--- src/rtl/sync_load_clear_reg.sv ---
// Datapath holding register for operands and status words.
// Sync active-low clear beats sync load; async reset is power-on only.
`timescale 1ns/1ps

module sync_load_clear_reg #(
  parameter int unsigned          WIDTH     = 8,
  parameter logic [WIDTH-1:0]     RESET_VAL = '0
) (
  input  logic             clk,
  input  logic             rst_n,
  input  logic             clear,
  input  logic             load,
  input  logic [WIDTH-1:0] D,
  output logic [WIDTH-1:0] Qout
);

  logic [WIDTH-1:0] q_nxt;
  logic             do_clr;
  logic             do_ld;

  assign do_clr = ~clear;
  assign do_ld  = clear & load;

  // Next-value select; D is only looked at when loading, so X on an
  // unused D never reaches the register.
  always_comb begin
    q_nxt = Qout;
    unique case (1'b1)
      do_clr:  q_nxt = RESET_VAL;
      do_ld:   q_nxt = D;
      default: q_nxt = Qout;
    endcase
  end

  // State register; reset acts immediately, everything else on the edge.
  always_ff @(posedge clk or negedge rst_n) begin
    if (!rst_n) Qout <= RESET_VAL;
    else        Qout <= q_nxt;
  end

endmodule

--- config.mk ---
export PLATFORM = sky130hd
export DESIGN_NAME = sync_load_clear_reg
export DESIGN_NICKNAME = d
export VERILOG_FILES = /design/src/rtl/sync_load_clear_reg.sv
export SDC_FILE = /design/constraint.sdc
export NUM_CORES = 1
export LEC_CHECK = 0
export ABC_AREA = 1
export CORE_AREA = 4 4 41 43
export CTS_BUF_LIST = sky130_fd_sc_hd__clkbuf_4
export CTS_CLUSTER_SIZE = 30
export DETAILED_ROUTE_END_ITERATION = 12
export DIE_AREA = 0 0 45 47
export DONT_BUFFER_PORTS = 1
export PLACE_DENSITY_LB_ADDON = 0.25
export SLEW_MARGIN = 20
export SYNTH_ARGS = -nofsm -noshare
export SYNTH_HDL_FRONTEND = slang
export SYNTH_SLANG_ARGS = --single-unit
--- constraint.sdc ---
create_clock -name clk -period 1.5 [get_ports clk]
set_input_delay 0.075 -clock clk [delete_from_list [all_inputs] [get_ports clk]]
set_output_delay 0.075 -clock clk [all_outputs]
set_load 0.01 [all_outputs]
==> impl_metrics.py, run 1 <==
metrics = {
    "status": {
        "status": "finished, final reports clean",
    },
    "cells_and_area": {
        "multiInputGateArea_um2": 110.1,
        "fillers": 148,
        "drive_gt1_frac": 0.08511,
        "final-seq-area_um2": 200.2,
        "largest_reg_flops": 8,
        "fin_nets": 61,
        "final_cell_area_um2": 467.9,
        "antenna_cells": 0,
        "largestRegisters": "Qout (8)",
        "top_register": "Qout",
        "area_growth_pct": 34.53,
    },
    "synth": {
        "synth_top_area_share": 0.5755,
        "synth_cell_type_count": 5,
        "synth_edf_count": 0,
        "yosys-top-cells-count": "nand3_1 (16), dfrtp_1 (8), nand2_1 (8)",
        "post-synth-top-count-cell": "nand3_1",
        "async_flop_share": 1.000,
        "avgSynthCellArea_um2": 9.662,
        "yosysSeqAreaShare": 0.5755,
        "syn_inst": 36,
        "synthesis.area_um2": 347.8,
        "ys_top_cells_by_area": "dfrtp_1 (58%), nand3_1 (23%), buf_6 (9.7%)",
        "synth_flop_cell": "dfrtp_1",
        "synth_fp_nets": 48,
        "yosysWarnings": 0,
        "yosysTopAreaCell": "dfrtp_1",
        "ys_ff_latch": 8,
    },
    "grt": {
        "antenna_found_initial": 0,
        "grtUsageTotal": 0.09345,
        "grt_pass1_vias": 283,
        "grt-ovfl-total": 0,
        "grt_pass1_wl_um": 1393,
        "grt_max_degree": 16,
    },
    "critical_path": {
        "cpMostUsedCell": "dlygate4sd3_1",
        "crit_arrival_ns": 1.52,
        "critPathTopFamily": "buffers and inverters",
        "cp-end-kind": "register",
        "critPathBufInv": 2,
        "critical_path_class": "primary input to register",
        "crit_fanout": 8,
        "cp_slowest_cell": "dlygate4sd3_1",
        "worstPathRequired_ns": 1.69,
        "max_stage_delay_ns": 0.71,
        "cp_cell_sequence": "dlygate4sd3_1 > nand3_1 > dlygate4sd3_1 > nand2_1",
        "worstSetupStartpointType": "primary input",
    },
    "route": {
        "drc": 0,
        "ant_nets": 0,
        "routed_wl_um": 864,
        "first_iter_violations": 6,
        "first_pass_iters": 4,
        "wl_per_cell_um": 13.94,
        "avgViaCountPerCell": 4.726,
        "routed-via-count": 293,
    },
    "clock_network": {
        "ctsHtreeMaxLevel": 1,
        "cts_tree": "yes",
        "insertion_delay_ns": 0.25,
        "clkTransAtPathRegs_ns": 0.05,
        "root_buffer": "clkbuf_4",
        "numCtsBuffers": 3,
        "cts_sinks": 8,
        "cts_buffer_depth": 2,
        "postCtsSetupRepairBufs": 0,
    },
    "floorplanning": {
        "io_pins": 20,
        "start_util": 0.2673,
        "die_x_um": 45,
        "placeableCoreArea_um2": 1301,
        "die_area_um2": 2115,
        "num_rows": 13,
        "die_h_um": 47,
    },
    "sta": {
        "report.final.slew_viol_count": 0,
        "slew_headroom": 0.6617,
        "skew_ns": 0,
        "fin_ws_ns": 0.1682,
        "worst_slew_pin_slew_ns": 0.5075,
        "hold_violations": 0,
        "period_share": 0.8878,
        "fin_tns_setup_ns": 0,
        "period_minus_slack_ns": 1.332,
        "setup_viol": 0,
        "fmax_ghz": 0.7509,
        "rsz0062_at_grt": "false",
    },
    "min_path": {
        "hp-class": "primary input to register",
    },
    "placement": {
        "place_area_um2": 332.8,
        "io_buffers": 0,
        "gp_congestion": 0.6585,
        "place_ws_ns": 0.8195,
    },
    "run": {
        "cap_violations": 0,
    },
    "power": {
        "peakVddDrop_v": 0.0002605,
        "p_per_area_nw_per_um2": 981.3,
        "cellLeakagePower_uw": 0.0002440,
    },
}
where the power goes:
| group | internal, uW | switching (uW) |
|---|---|---|
| combinational | 26.4 | 24.2 |
| sequential | 228 | 14.2 |
| clock | 91.7 | 74.7 |
repair_timing:
item | CTS | global route
endpoints found under the hold margin | 16 | 0
hold buffers | 11 | 0
setup endpoints to repair | 0 | 1
gates resized for setup | 0 | 1
worst min-delay path: cells and delay by family:
kind,cells,cell delay (ns)
buf+inv,1,0.05
simple gates,2,0.11
metrics by stage:
| step | hold WS, ns | cells | power [uW] | utilization |
|---|---|---|---|---|
| after floorplan | -0.2206 | 36 | 272.7 | - |
| after detailed placement | -0.2203 | 48 | 263.0 | 0.2558 |
| final | 0.01919 | 62 | 459.2 | 0.3596 |
| after global routing | 0.03130 | 62 | 478.9 | 0.3596 |
| after global placement | -0.2203 | 48 | 262.3 | 0.2558 |
| after CTS | 0.008648 | 62 | 467.3 | 0.3577 |
kinds of logic after synthesis:
group / share of synthesized area
AND/OR/NAND/NOR: 0.3166
buffers and inverters: 0.1079
flip-flops: 0.5755
routing by layer:
metal,share of wire,global-route usage,up-vias
li1,-,-,143
met5,0,0,-
met4,0,0.07018,0
met3,0.12,0.04215,0
met1,0.39,0.1080,135
met2,0.48,0.1356,15
final timing paths:
check,start,to,slack (ns),cells past startpoint
hold / removal,load,Qout[1],0.02,3
setup / recovery,load,Qout[0],0.17,4
setup reg to reg,Qout[5],Qout[5],0.28,3
max in group asynchronous,rst_n,Qout[6],1.07,1
min in group asynchronous,rst_n,Qout[1],0.17,1
hold reg to reg,Qout[1],Qout[1],0.57,2
layout make-up:
cell class / instances / share of cell area
Multi-Input combinational cell: 24 / 0.2353
Clock buffer: 3 / 0.04813
Sequential cell: 8 / 0.4278
Inverter: 1 / 0.008021
Timing Repair Buffer: 11 / 0.2406
Tap cell: 15 / 0.04011
placed cells by master, fill, tap and decap left out, drive strengths merged:
cell and count:
clkbuf 3, dlygate4sd3 10, inv 1, nand2 8, dfrtp 8, dlymetal6s4s 1
nand3 16
No activity file was read; power rests on OpenSTA's default activity.
==> run 2: changes to the inputs <==
--- a/config.mk
+++ b/config.mk
@@ -8,3 +8,4 @@
 export ABC_AREA = 1
-export CORE_AREA = 4 4 41 43
+export CAP_MARGIN = 15
+export CORE_AREA = 5 5 42 44
 export CTS_BUF_LIST = sky130_fd_sc_hd__clkbuf_4
@@ -12,3 +13,3 @@
 export DETAILED_ROUTE_END_ITERATION = 12
-export DIE_AREA = 0 0 45 47
+export DIE_AREA = 0 0 47 49
 export DONT_BUFFER_PORTS = 1
==> constraint.sdc (replaced) <==
create_clock -name clk -period 1.5 [get_ports clk]
set_input_delay 0.15 -clock clk [delete_from_list [all_inputs] [get_ports clk]]
set_output_delay 0.15 -clock clk [all_outputs]
set_load 0.01 [all_outputs]
==> run 2 against run 1 <==
Register-to-register slack improved by 0.54 ns. Critical path depth down 4. Sequential share of layout area up 12 points. Combinational power is 57% lower. Clock power shrank 3%. Sequential power barely moved. Critical path type is now register to output pin. Highest routed layer is now met4.
==> impl_metrics.py, run 2 (synthesis results as in run 1) <==
metrics = {
    "sta": {
        "report.final.slew_viol_count": 0,
        "slew_headroom": 0.7540,
        "holdWs_ns": 0.02514,
        "setup_viol": 0,
        "worst_slew_pin_slew_ns": 0.3678,
        "fmax_ghz": 1.224,
        "skew_ns": 0,
        "period_share": 0.5448,
        "fin_tns_setup_ns": 0,
        "period_minus_slack_ns": 0.8172,
        "fin_ws_ns": 0.6828,
        "hold_violations": 0,
        "rsz0062_at_grt": "false",
    },
    "grt": {
        "antenna_found_initial": 0,
        "grt_max_degree": 17,
        "grt_pass1_vias": 225,
        "grt_pass1_wl_um": 1235,
        "grt-ovfl-total": 0,
        "grtUsageTotal": 0.08020,
    },
    "cells_and_area": {
        "antenna_cells": 0,
        "layout_common_cells": "nand3_1 (16), dfrtp_1 (8), nand2_1 (8)",
        "largestRegisters": "Qout (8)",
        "drive_gt1_frac": 0.1081,
        "fin_nets": 51,
        "final_common_cell": "nand3_1",
        "top_register": "Qout",
        "largest_reg_flops": 8,
        "area_growth_pct": 5.396,
        "fin_cells": 53,
    },
    "clock_network": {
        "cts_sinks": 8,
        "root_buffer": "clkbuf_4",
        "numCtsBuffers": 3,
        "clkTransAtPathRegs_ns": 0.05,
        "postCtsSetupRepairBufs": 0,
        "cts_buffer_depth": 2,
        "cts_tree": "yes",
        "ctsResizeCount": 0,
        "ctsHtreeMaxLevel": 1,
        "insertion_delay_ns": 0.25,
    },
    "floorplanning": {
        "die_area_um2": 2303,
        "num_rows": 14,
        "placeableCoreArea_um2": 1401,
        "die_h_um": 49,
        "die_x_um": 47,
        "start_util": 0.2482,
        "io_pins": 20,
    },
    "route": {
        "first_iter_violations": 9,
        "drc": 0,
        "routed_wl_um": 794,
        "first_pass_iters": 4,
        "routed-via-count": 258,
        "wl_per_cell_um": 14.98,
        "avgViaCountPerCell": 4.868,
        "ant_nets": 0,
    },
    "power": {
        "p_per_area_nw_per_um2": 1161,
        "power_frac_clock": 0.379,
        "switching_share": 0.2275,
        "cellLeakagePower_uw": 0.0001936,
        "p_sw_uw": 96.81,
        "pwr-share-seq": 0.570,
        "peakVddDrop_v": 0.0003336,
        "power_frac_comb": 0.051,
        "p_int_uw": 328.8,
    },
    "placement": {
        "io_buffers": 0,
        "place_ws_ns": 0.8189,
        "gp_congestion": 0.6072,
        "dp_cells": 49,
    },
    "critical_path": {
        "critical_path_class": "register to output pin",
        "crit_fanout": 2,
        "r2r-end": "Qout[7]",
        "worstPathRequired_ns": 1.35,
        "crit_arrival_ns": 0.67,
        "crit_path_start": "Qout[0]",
        "worstSetupStartpointType": "register",
        "cp-end-kind": "output pin",
        "rrSetupSlack_ns": 0.82,
        "r2r-start": "Qout[7]",
        "reg2reg_depth": 2,
    },
    "min_path": {
        "hp-class": "primary input to register",
        "hold_start": "load",
        "holdPathStages": 2,
        "hold_end": "Qout[6]",
    },
    "status": {
        "status": "finished, final reports clean",
    },
    "run": {
        "cap_violations": 0,
    },
}
==> run 2: changes by cell type in the layout (fill, tap and decap cells not counted) <==
cell,change
dlygate4sd3_1,-9
dlymetal6s4s_1,-1
==> run 2: cell type report <==
cell class,instances,area [um2]
repair buffers,1,10.01
flip-flops and latches,8,200.2
well taps,16,20.02
inverters,1,3.754
multi-input cells,24,110.1
fillers,164,1035
clock buffers,3,22.52
==> run 2: layer usage <==
metal  up-vias  GRT usage  wire length, um  share of wire
li1        125          -                -              -
met1       118     0.1014              304           0.38
met2        13    0.08371              367           0.46
met3         2    0.05904              115           0.14
met4         0    0.06912                6         0.0076
met5         -          0                0              0
==> run 2: how the worst max path moves through the flow <==
stage	endpoint	slack, ns	depth (start not counted)
detailed placement	Qout[7]	0.82	2
finish	Qout[0]	0.68	0
CTS	Qout[0]	0.67	0
global placement	Qout[0]	0.84	2
floorplan	Qout[0]	0.87	2
global route	Qout[0]	0.64	0
==> run 2: timing repair <==
item,in CTS,in global routing
endpoints found under the hold margin,8,0
setup endpoints to repair,0,0
hold buffers,1,0
==> run 2: power by group through the flow <==
stage / combinational, uW / clock [uW] / sequential, uW
after floorplan: 28.8 / 0 / 244
after global placement: 15.3 / 0 / 247
after detailed placement: 16.0 / 0 / 247
after CTS: 22.4 / 172 / 244
after global routing: 25.6 / 185 / 245
final: 21.6 / 161 / 243
==> run 2: per-stage QoR <==
step | area [um2] | utilization | total power, uW
floorplan | 347.8 | - | 272.7
global placement | 334.1 | 0.2384 | 262.4
detailed placement | 334.1 | 0.2384 | 263.3
CTS | 366.6 | 0.2616 | 437.8
global route | 366.6 | 0.2616 | 454.9
finish | 366.6 | 0.2616 | 425.6
